===== config.mk =====
export PLATFORM = sky130hd
export DESIGN_NAME = countdown_timer
export DESIGN_NICKNAME = d
export VERILOG_FILES = /design/src/rtl/countdown_timer.sv
export SDC_FILE = /design/constraint.sdc
export NUM_CORES = 1
export LEC_CHECK = 0
export ABC_AREA = 1
export BUFFER_PORTS_ARGS = -buffer_cell sky130_fd_sc_hd__buf_2
export CAP_MARGIN = 40
export CELL_PAD_IN_SITES_DETAIL_PLACEMENT = 1
export CELL_PAD_IN_SITES_GLOBAL_PLACEMENT = 2
export CORE_MARGIN = 5
export CORE_UTILIZATION = 22
export DETAILED_ROUTE_END_ITERATION = 8
export HOLD_SLACK_MARGIN = 0.15
export PLACE_DENSITY = 0.69
export SYNTH_ARGS = -nofsm -noshare
export SYNTH_HDL_FRONTEND = slang
export SYNTH_SLANG_ARGS = --single-unit

===== constraint.sdc =====
create_clock -name clk -period 1.25 [get_ports clk]
set_clock_uncertainty 0.15 [all_clocks]
set_input_delay 0 -clock clk [delete_from_list [all_inputs] [get_ports clk]]
set_output_delay 0 -clock clk [all_outputs]
set_load 0.02 [all_outputs]

===== src/rtl/countdown_timer.sv =====
// Loadable down-counter with one-cycle expiry pulse and optional auto-reload.
// Control priority on every edge: abort, then start, then tick.
module countdown_timer #(
    parameter int WIDTH       = 4,
    parameter int AUTO_RELOAD = 0
) (
    input  logic             clk,
    input  logic             reset,
    input  logic             start,
    input  logic [WIDTH-1:0] loadValue,
    input  logic             tick,
    input  logic             abort,
    output logic [WIDTH-1:0] count,
    output logic             busy,
    output logic             done,
    output logic             expired
);

    typedef enum logic [1:0] {
        S_IDLE    = 2'd0,
        S_RUN     = 2'd1,
        S_EXPIRED = 2'd2
    } state_t;

    state_t           r_state;
    state_t           w_state_nxt;
    logic [WIDTH-1:0] r_count;
    logic [WIDTH-1:0] w_count_nxt;
    logic [WIDTH-1:0] r_reload;
    logic [WIDTH-1:0] w_reload_nxt;
    logic             r_expired;
    logic             w_expired_nxt;

    // Next-state, counter and expiry-pulse decode.
    always_comb begin
        w_state_nxt   = r_state;
        w_count_nxt   = r_count;
        w_reload_nxt  = r_reload;
        w_expired_nxt = 1'b0;
        if (abort) begin
            w_state_nxt = S_IDLE;
            w_count_nxt = {WIDTH{1'b0}};
        end else if (start) begin
            w_reload_nxt = loadValue;
            if (loadValue != {WIDTH{1'b0}}) begin
                w_count_nxt = loadValue;
                w_state_nxt = S_RUN;
            end else begin
                w_count_nxt   = {WIDTH{1'b0}};
                w_state_nxt   = S_EXPIRED;
                w_expired_nxt = 1'b1;
            end
        end else begin
            case (r_state)
                S_IDLE: begin
                    w_count_nxt = r_count;
                end
                S_RUN: begin
                    if (tick) begin
                        // count<=1 is the terminal step; guarding 0 too keeps it from wrapping
                        if (r_count > WIDTH'(1)) begin
                            w_count_nxt = r_count - WIDTH'(1);
                        end else begin
                            w_expired_nxt = 1'b1;
                            if (AUTO_RELOAD != 0) begin
                                w_count_nxt = r_reload;
                            end else begin
                                w_count_nxt = {WIDTH{1'b0}};
                                w_state_nxt = S_EXPIRED;
                            end
                        end
                    end else begin
                        w_count_nxt = r_count;
                    end
                end
                S_EXPIRED: begin
                    w_count_nxt = {WIDTH{1'b0}};
                end
                default: begin
                    w_state_nxt = S_IDLE;
                    w_count_nxt = {WIDTH{1'b0}};
                end
            endcase
        end
    end

    // State, counter, reload and pulse registers.
    always_ff @(posedge clk or negedge reset) begin
        if (!reset) begin
            r_state   <= S_IDLE;
            r_count   <= {WIDTH{1'b0}};
            r_reload  <= {WIDTH{1'b0}};
            r_expired <= 1'b0;
        end else begin
            r_state   <= w_state_nxt;
            r_count   <= w_count_nxt;
            r_reload  <= w_reload_nxt;
            r_expired <= w_expired_nxt;
        end
    end

    assign count   = r_count;
    assign busy    = (r_state == S_RUN);
    assign done    = (r_state == S_EXPIRED);
    assign expired = r_expired;

endmodule


# Word level (Yosys, flattened, before mapping)
# Cells that the tools add are included.
# totals
ff_bits	7
input_bits	9
output_inout_bits	7
wordCells	34
# classes
n_addsub	1
magnitude_cmp	1
eq_ne	6
n_mux	18
reduce_logical	5
# ops
op	count
2-to-1 mux 4 bit	5
2-to-1 mux 2 bit	5
!= test 4 bit (second input constant)	2
one-hot mux 4 bit (2 select lines)	1
2-to-1 mux 1 bit	6
> comparator 4 x 1 -> 1 bit (second input constant)	1
one-hot mux 2 bit (2 select lines)	1
nonzero test 4 bit	1
subtractor 4 x 1 -> 4 bit (second input constant)	1
!= test 3 x 1 -> 1 bit (second input constant)	1
!= test 3 bit (second input constant)	1
AND reduction 3 bit	1
equality test 2 x 1 -> 1 bit (second input constant)	1
equality test 2 bit (second input constant)	1
zero test 2 bit	1
AND reduction 2 bit	1
OR reduction 2 bit	1

# Logic depth before layout (Yosys ltp)
# Gate-level depths: netlist of the first run.
# logic_depth
ltp_word	6
mapped_depth	9
depth_no_buf	9

# Least setup slack after synthesis of the first run
# OpenSTA, ideal clock, no wires.
# synth_timing
kind	register -> register
startpoint	register r_count[0], in the netlist count[0]
endpoint	register r_state[1]
arrival_time_ns	1.245
slack_ns	-0.263
path_stages_with_launch	9
synth_period_minus_slack_ns	1.513
path_cell_list	dfrtp_1 -> inv_1 -> ha_1 -> nor2_1 -> nor2_2 -> nand2_1 -> nand3_1 -> nand2_1 -> nand2_1
# synth_via
elab_chain_cells	3
# synth_rtl
element	line	rtl
from (decl)	27	logic [WIDTH-1:0] r_count;
from (signal assigned)	91	r_count <= {WIDTH{1'b0}};
from (signal assigned)	96	r_count <= w_count_nxt;
> comparator 4 x 1 -> 1 bit	61	if (r_count > WIDTH'(1)) begin
!= test 4 bit (no line)	n/a	
AND reduction 3 bit (no line)	n/a	
to (signal assigned)	95	r_state <= w_state_nxt;
to (decl)	25	state_t r_state;
# Every way passes these cells.
# A chain may end at the register's enable or synchronous reset.

# Worst setup path in the final report of the first run
# layout_timing
startpoint	register r_count[0], in the netlist count[0]
endpoint	register r_count[0], in the netlist count[0]
# layout_via
elab_chain_cells	6
# layout_rtl
element	line	rtl
subtractor 4 x 1 -> 4 bit / > comparator 4 x 1 -> 1 bit (equally long branches)	62, 61	
2-to-1 mux 4 bit *	61	
2-to-1 mux 4 bit *	59	if (tick) begin
one-hot mux 4 bit (2 select lines) *	54	case (r_state)
2-to-1 mux 4 bit *	43	end else if (start) begin
2-to-1 mux 4 bit *	40	if (abort) begin
# Mark *: on every way between the ends. The rest lies on a longest branch, timed or not. The select of a mux whose other input is x is not followed.

==> flow_metrics.env, run 1 <==
export IMPL_ios=16
export IMPL_cts_buffers_inserted=3
export IMPL_n_fill_cell=293
export IMPL_final_cell_count_no_fill=138
export IMPL_pre_cts_ws_ps=-153
export IMPL_postRouteAntennaNets=0
export IMPL_row_count=17
export IMPL_dp_cells=123
export IMPL_route_detailed_drc=0
export IMPL_worstPathCellList="inv_2, ha_4, nor2_4, nor2_4, nor2_4, nand2_1, nand2_1, nand2_1, nand2_1"
export IMPL_yosysSeqAreaShare_pct=34.5
export IMPL_syn_area_um2=508
export IMPL_antenna_found_initial=0
export IMPL_post_route_period_util_pct=111
export IMPL_drv_cap=0
export IMPL_vias=590
export IMPL_synth_seq_cells=7
export IMPL_ctsHoldBuffers=8
export IMPL_grt_pass1_wl_um=2810
export IMPL_core_mm2=0.00221
export IMPL_setup_viol=8
export IMPL_violations="negative hold slack, negative setup slack"
export IMPL_highest_layer="met3"
export IMPL_holdWs_ps=-48.5
export IMPL_power_density_mw_per_mm2=858
export IMPL_track_usage_pct=10.9
export IMPL_cpMostUsedCell="nand2_1"
export IMPL_yosys_top_cells_area="dfrtp_1, nand2_1, inv_1"
export IMPL_ys_warn_count=0
export IMPL_cp_max_fo=3
export IMPL_worst_pin_slew_ps=333
export IMPL_cp_buffers_inverters=1
export IMPL_cts_buffer_depth=2
export IMPL_endpoint_kind="flip-flop"
export IMPL_clk_pin_slew_ps=50
export IMPL_status="complete, but fails checks"
export IMPL_clock_sinks=7
export IMPL_min_period_ps=1380
export IMPL_wirelength_um=1620
export IMPL_dp_hpwl_um=1230
export IMPL_leakagePower_nw=0.459
export IMPL_synth_net_count=87
export IMPL_crit_path_max_incr_delay_ps=440
export IMPL_rsz0062_at_grt="true"
export IMPL_start_util_pct=23.0
export IMPL_clock_latency_ps=250
export IMPL_crit_family="flip-flops"
export IMPL_slew_viol_final=0
export IMPL_n_antenna_cell=0
export IMPL_grt_ovfl_total=0
export IMPL_die_w_um=58.1
export IMPL_viasPerCell=4.28
export IMPL_final_layout_size_suffix_gt1_share_pct=40.9
export IMPL_peakVddDrop_v=0.000440
export IMPL_max_slew_margin_pct=77.7
export IMPL_die_area_mm2=0.00337
export IMPL_wl_met2_um=919
export IMPL_htreeDepth=1
export IMPL_syn_area_per_cell_um2=6.68
export IMPL_postLayoutSetupSlackWorst_ps=-134
export IMPL_cts_tree="done"
export IMPL_final_net_count=122
export IMPL_required_ps=1230
export IMPL_root_buffer="clkbuf_4"
export IMPL_die_h_um=58.1
export IMPL_route_met3_wl_um=61
export IMPL_grt_start_max_net_pins=10
export IMPL_cp_slowest_cell="dfrtp_2"
export IMPL_yosysUniqueCellTypes=15
export IMPL_wirelength_met1_um=635
export IMPL_first_iter_violations=3
export IMPL_io_buffers=15
export IMPL_yosysTopAreaCell="dfrtp_1"
export IMPL_start_kind="flip-flop"
export IMPL_crit_arrival_ps=1370
export IMPL_syn2layout_area_growth_pct=64.5
export IMPL_avgRoutedWirePerCell_um=11.7
export IMPL_hp_class="in -> reg"
export IMPL_drt_pass1_iter_count=3
export IMPL_gp_congestion=0.737
export IMPL_finalHoldViolCount=1
export IMPL_synthCells=76
export IMPL_grt_pass1_vias=653
export IMPL_synth_top_area_share_pct=34.5
export IMPL_crit_type="reg -> reg"
export IMPL_fmax_mhz=722
[final timing paths]
check	depth (start not counted)	startpoint	slack (ps)	endpoint
min reg2reg	2	r_state[1]$_DFFE_PN0P_	390	r_state[1]$_DFFE_PN0P_
max reg2reg	9	count[0]$_DFFE_PN0P_	-130	count[0]$_DFFE_PN0P_
max	9	count[0]$_DFFE_PN0P_	-130	count[0]$_DFFE_PN0P_
max in group asynchronous	3	reset	110	count[1]$_DFFE_PN0P_
min in group asynchronous	3	reset	570	count[2]$_DFFE_PN0P_
min	3	start	-50	r_state[0]$_DFFE_PN0P_
[cell type report]
| cell class | count | area, µm² | area share, % |
|---|---|---|---|
| clock buffers | 4 | 26.3 | 3.14 |
| inverters | 11 | 41.3 | 4.94 |
| multi-input cells | 57 | 332 | 39.7 |
| flip-flops and latches | 7 | 178 | 21.3 |
| well taps | 28 | 35.0 | 4.19 |
| repair buffers | 31 | 224 | 26.8 |
[cells in the mapped netlist, drive strengths merged]
library cell / number
a21oi: 2
buf: 1
dfrtp: 7
ha: 2
inv: 11
nand2: 36
nand3: 5
nand3b: 2
nor2: 9
o21ai: 1
[registers in the layout (all words and copies together), names as in the netlist]
register / count
count: 4
r_state: 2
expired: 1
[cells in the final DEF, fill, tap and decap left out, drive strengths merged]
cell         synthesis  layout
a21oi                2       2
buf                  1      23
clkbuf               0       4
dfrtp                7       7
dlygate4sd3          0       8
ha                   2       2
inv                 11      11
nand2               36      36
nand3                5       5
nand3b               2       2
nor2                 9       9
o21ai                1       1
[stage by stage]
| step | setup TNS [ps] | power [mW] | area [µm²] | hold WS, ps | utilization (%) |
|---|---|---|---|---|---|
| 2_1_floorplan | -490 | 0.383 | 523 | -446 | - |
| 3_3_place_gp | -675 | 0.459 | 659 | -302 | 29.8 |
| 3_5_place_dp | -754 | 0.463 | 659 | -305 | 29.8 |
| 4_1_cts | -560 | 0.719 | 811 | -55.4 | 36.7 |
| 5_1_grt | -1380 | 0.781 | 836 | -42.0 | 37.8 |
| 6_report | -760 | 0.717 | 836 | -48.5 | 37.8 |
[timing repair]
item,in CTS,in global routing
endpoints found under the hold margin,14,7
buffers inserted,1,2
gates resized for setup,9,3
setup endpoints to repair,7,9
pin swaps,2,4
[kinds of logic after synthesis]
family                   share of synthesized area (%)
buffers and inverters                             10.3
AO/OA/AOI/OAI                                     3.69
adder cells (fa/ha/maj)                           4.93
flip-flops                                        34.5
AND/OR/NAND/NOR                                   46.6
[per-layer routing]
metal / GRT usage (%) / vias up
li1: - / 297
met1: 11.7 / 281
met2: 21.1 / 12
met3: 3.34 / 0
met4: 0.993 / 0
met5: 0 / -
[where the power goes]
part	leakage [nW]	switching, mW	total (mW)	internal, mW
clock	0.0150	0.0802	0.202	0.122
sequential	0.0906	0.0155	0.258	0.242
combinational	0.353	0.139	0.257	0.118
total	0.459	0.235	0.717	0.482
[tightest hold or removal path, cell delays in order]
cell     delay, ps
buf_2          150
nand3_1        100
nand2_1         50
No activity file was read; power rests on OpenSTA's default activity.
==> inputs of run 2 (changes only) <==
CORE_UTILIZATION = 26   (was 22)
PLACE_DENSITY = 0.77   (was 0.69)
clock period = 1.8 ns   (was 1.25 ns; I/O delays follow)
==> flow_metrics.env, run 2 (synthesis results as in run 1) <==
export IMPL_grt_start_max_net_pins=10
export IMPL_cts_tree="done"
export IMPL_total_power_mw=0.456
export IMPL_cp_max_fo=2
export IMPL_crit_type="in -> reg"
export IMPL_clock_sinks=7
export IMPL_syn2layout_area_growth_pct=44.1
export IMPL_clock_latency_ps=260
export IMPL_reg2reg_slack_ps=150
export IMPL_leakagePower_nw=0.424
export IMPL_holdWs_ps=380
export IMPL_setup_viol=0
export IMPL_io_buffers=15
export IMPL_crit_arrival_ps=1740
export IMPL_final_layout_size_suffix_gt1_share_pct=25.0
export IMPL_htreeDepth=1
export IMPL_cts_buffers_inserted=3
export IMPL_route_detailed_drc=0
export IMPL_cts_buffer_depth=2
export IMPL_die_w_um=54.2
export IMPL_cts_post_setup_buffers_inserted=0
export IMPL_max_slew_margin_pct=76.8
export IMPL_wirelength_um=1410
export IMPL_clk_pin_slew_ps=50
export IMPL_antenna_found_initial=0
export IMPL_required_ps=1840
export IMPL_grt_ovfl_total=0
export IMPL_die_area_mm2=0.00294
export IMPL_dp_hpwl_um=1080
export IMPL_final_net_count=116
export IMPL_start_kind="primary input"
export IMPL_hp_class="reg -> reg"
export IMPL_vias=557
export IMPL_layout_common_cells="nand2_1, buf_2, dlygate4sd3_1, inv_1, dfrtp_1"
export IMPL_rsz0062_at_grt="false"
export IMPL_dp_cells=117
export IMPL_n_antenna_cell=0
export IMPL_core_mm2=0.00190
export IMPL_row_count=16
export IMPL_status="completed"
export IMPL_grt_pass1_vias=598
export IMPL_final_common_cell="nand2_1"
export IMPL_power_density_mw_per_mm2=623
export IMPL_drv_cap=0
export IMPL_drt_pass1_iter_count=3
export IMPL_gp_congestion=0.728
export IMPL_fmax_mhz=591
export IMPL_ctsResizeCount=0
export IMPL_postRouteAntennaNets=0
export IMPL_avgRoutedWirePerCell_um=10.7
export IMPL_final_cell_count_no_fill=131
export IMPL_n_fill_cell=258
export IMPL_largest_reg_flops=4
export IMPL_slew_viol_final=0
export IMPL_min_period_ps=1690
export IMPL_first_iter_violations=2
export IMPL_ios=16
export IMPL_fin_tns_setup_ps=0
export IMPL_endpoint_kind="flip-flop"
export IMPL_peakVddDrop_v=0.000411
export IMPL_finalHoldViolCount=0
export IMPL_grt_pass1_wl_um=2530
export IMPL_regMostFlops="count"
export IMPL_viasPerCell=4.25
export IMPL_start_util_pct=26.7
export IMPL_worst_pin_slew_ps=346
export IMPL_ctsHoldBuffers=10
export IMPL_track_usage_pct=12.4
export IMPL_post_route_period_util_pct=94.1
export IMPL_die_h_um=54.2
export IMPL_root_buffer="clkbuf_4"
==> run 2: cell count changes in the layout (fill, tap and decap cells not counted), sizes merged <==
| cell | delta |
|---|---|
| dlygate4sd3 | +2 |
| buf | -8 |
==> run 2: worst max-delay path: stages <==
cell and delay [ps]:
dlygate4sd3_1 550, buf_2 140, nor2_1 130, nand3_1 90
a21oi_1 130, dlygate4sd3_1 560, nand2_1 80, nand2_1 60
==> run 2: per-stage QoR <==
stage          worst slack (ps)  utilization [%]  cell area, µm²
2_1_floorplan               287                -             508
3_3_place_gp                297             31.8             606
3_5_place_dp                280             31.8             606
4_1_cts                     125             38.5             732
5_1_grt                    11.9             38.5             732
6_report                    107             38.5             732
==> run 2: worst paths after layout <==
kind / startpoint / depth (start not counted) / end
hold / removal: count[0]$_DFFE_PN0P_ / 2 / count[0]$_DFFE_PN0P_
min in group asynchronous: reset / 3 / count[1]$_DFFE_PN0P_
setup reg to reg: r_state[1]$_DFFE_PN0P_ / 6 / r_state[1]$_DFFE_PN0P_
hold reg to reg: count[0]$_DFFE_PN0P_ / 2 / count[0]$_DFFE_PN0P_
setup / recovery: loadValue[0] / 8 / r_state[1]$_DFFE_PN0P_
max in group asynchronous: reset / 3 / expired$_DFF_PN0_
==> run 2: routing by layer <==
| metal | part of all wire (%) | vias to the layer above | wire, µm | track usage, % |
|---|---|---|---|---|
| met3 | 5.6 | 4 | 79 | 3.32 |
| met1 | 38 | 257 | 541 | 13.1 |
| met2 | 53 | 14 | 749 | 22.9 |
| met5 | 0 | - | 0 | 0 |
| li1 | - | 282 | - | - |
| met4 | 2.6 | 0 | 36 | 4.98 |
==> run 2: area by class of cell <==
type / instances / area (µm²) / area share [%]
Sequential cell: 7 / 175 / 23.9
Inverter: 11 / 41.3 / 5.64
Tap cell: 27 / 33.8 / 4.62
Multi-Input combinational cell: 57 / 280 / 38.3
Clock buffer: 4 / 26.3 / 3.59
Timing Repair Buffer: 25 / 175 / 23.9
==> run 2: report_power, final <==
part	leakage, nW	switching, mW	internal (mW)	total (mW)
logic	0.316	0.0763	0.0550	0.131
clock network	0.0150	0.0597	0.0847	0.144
registers	0.0936	0.0128	0.168	0.180
==> inputs of run 3 (changes only) <==
CORE_UTILIZATION = 22   (was 26)
PLACE_DENSITY = 0.69   (was 0.77)
clock period = 1.4 ns   (was 1.8 ns; I/O delays follow)
==> flow_metrics.env, run 3 (synthesis results as in run 1) <==
export IMPL_root_buffer="clkbuf_4"
export IMPL_postRouteAntennaNets=0
export IMPL_final_layout_size_suffix_gt1_share_pct=40.0
export IMPL_start_kind="flip-flop"
export IMPL_ios=16
export IMPL_endpoint_kind="flip-flop"
export IMPL_worst_pin_slew_ps=326
export IMPL_cts_tree="done"
export IMPL_hp_class="reg -> reg"
export IMPL_final_net_count=122
export IMPL_finish_utilization_pct=37.6
export IMPL_postLayoutSetupSlackWorst_ps=34.5
export IMPL_power_density_mw_per_mm2=762
export IMPL_antenna_found_initial=0
export IMPL_crit_path_max_incr_delay_ps=410
export IMPL_rr_endpoint="count[2]$_DFFE_PN0P_"
export IMPL_worstHoldPathCells=2
export IMPL_crit_type="reg -> reg"
export IMPL_reg2reg_slack_ps=30
export IMPL_cpMostUsedCell="nand2_1"
export IMPL_min_period_ps=1370
export IMPL_track_usage_pct=10.4
export IMPL_row_count=17
export IMPL_cts_buffer_depth=2
export IMPL_drv_cap=0
export IMPL_grt_pass1_vias=612
export IMPL_status="completed"
export IMPL_holdWs_ps=390
export IMPL_clock_latency_ps=250
export IMPL_cp_max_fo=3
export IMPL_largest_reg_flops=4
export IMPL_cts_buffers_inserted=3
export IMPL_grt_pass1_wl_um=2620
export IMPL_viasPerCell=4.07
export IMPL_regMostFlops="count"
export IMPL_seq_area_um2=178
export IMPL_n_fill_cell=284
export IMPL_grt_start_max_net_pins=10
export IMPL_slew_viol_final=0
export IMPL_dpl_instance_area_um2=647
export IMPL_clock_sinks=7
export IMPL_finalHoldViolCount=0
export IMPL_dp_hpwl_um=1270
export IMPL_fmax_mhz=732
export IMPL_syn2layout_area_growth_pct=63.8
export IMPL_die_area_mm2=0.00337
export IMPL_grt_ovfl_total=0
export IMPL_multi_input_area_um2=332
export IMPL_dp_cells=123
export IMPL_layout_common_cells="nand2_1, buf_2, dlygate4sd3_1, inv_1, buf_4"
export IMPL_leakagePower_nw=0.457
export IMPL_max_slew_margin_pct=78.2
export IMPL_io_buffers=15
export IMPL_post_route_period_util_pct=97.5
export IMPL_total_power_mw=0.634
export IMPL_die_w_um=58.1
export IMPL_final_common_cell="nand2_1"
export IMPL_clk_pin_slew_ps=50
export IMPL_rsz0062_at_grt="true"
export IMPL_setup_viol=0
export IMPL_gp_congestion=0.760
export IMPL_drt_pass1_iter_count=2
export IMPL_first_iter_violations=2
export IMPL_wirelength_um=1570
export IMPL_vias=561
export IMPL_die_h_um=58.1
export IMPL_avgRoutedWirePerCell_um=11.3
export IMPL_n_antenna_cell=0
export IMPL_final_cell_count_no_fill=138
export IMPL_start_util_pct=23.0
export IMPL_required_ps=1380
export IMPL_design_area_um2=832
export IMPL_cp_slowest_cell="dfrtp_2"
export IMPL_htreeDepth=1
export IMPL_fin_tns_setup_ps=0
export IMPL_core_mm2=0.00221
export IMPL_min_from="r_state[1]$_DFFE_PN0P_"
export IMPL_route_detailed_drc=0
export IMPL_worstReg2RegStart="count[0]$_DFFE_PN0P_"
export IMPL_hold_end="r_state[1]$_DFFE_PN0P_"
export IMPL_reg2reg_depth=7
export IMPL_worstPathCellList="inv_2, ha_4, buf_4, a21oi_2, o21ai_2, nand2_1, nand2_1"
export IMPL_peakVddDrop_v=0.000352
export IMPL_pre_cts_ws_ps=-16.2
export IMPL_crit_arrival_ps=1350
-- run 3: worst max-delay path: cells and delay by family (launching register included) --
kind | cells | cell delay (ps)
AOI/OAI and AO/OA | 2 | 210
adders and majority gates | 1 | 170
buffers and inverters | 2 | 210
DFF | 1 | 410
and+or+nand+nor | 2 | 100
-- run 3: layout make-up --
type,instances,share of cell area [%]
timing repair buffer,31,26.2
tap,28,4.21
multi-input combinational,57,39.8
sequential,7,21.4
inverter,11,5.26
clock buffer,4,3.16
-- run 3: worst max-delay path by stage --
stage / cells past startpoint / slack (ps) / to / startpoint
final: 7 / 30 / count[2]$_DFFE_PN0P_ / count[0]$_DFFE_PN0P_
after global routing: 10 / -60 / count[3]$_DFFE_PN0P_ / count[0]$_DFFE_PN0P_
after CTS: 9 / 5 / count[3]$_DFFE_PN0P_ / count[0]$_DFFE_PN0P_
after detailed placement: 8 / -20 / r_state[1]$_DFFE_PN0P_ / count[0]$_DFFE_PN0P_
after global placement: 9 / -1 / count[0]$_DFFE_PN0P_ / count[0]$_DFFE_PN0P_
after floorplan: 8 / 0.5 / r_state[1]$_DFFE_PN0P_ / count[0]$_DFFE_PN0P_
-- run 3: repair_timing --
item / 4_1_cts / 5_1_grt
setup buffers: 0 / 2
cloned: 0 / 0
pin swaps: 2 / 5
endpoints found under the hold margin: 14 / 0
setup endpoints to repair: 6 / 6
resized for setup: 4 / 9
hold buffers: 9 / 0
-- run 3: report_power, final --
group	switching, mW	leakage [nW]	total [mW]	internal (mW)
Clock	0.0712	0.0150	0.180	0.109
Combinational	0.122	0.351	0.223	0.101
Sequential	0.0149	0.0906	0.231	0.217
-- run 3: metal layers --
| layer | global-route usage (%) | routed length [µm] | vias up |
|---|---|---|---|
| li1 | - | - | 296 |
| met1 | 12.3 | 704 | 258 |
| met2 | 17.9 | 825 | 7 |
| met3 | 2.00 | 36 | 0 |
| met4 | 4.97 | 0 | 0 |
| met5 | 0 | 0 | - |
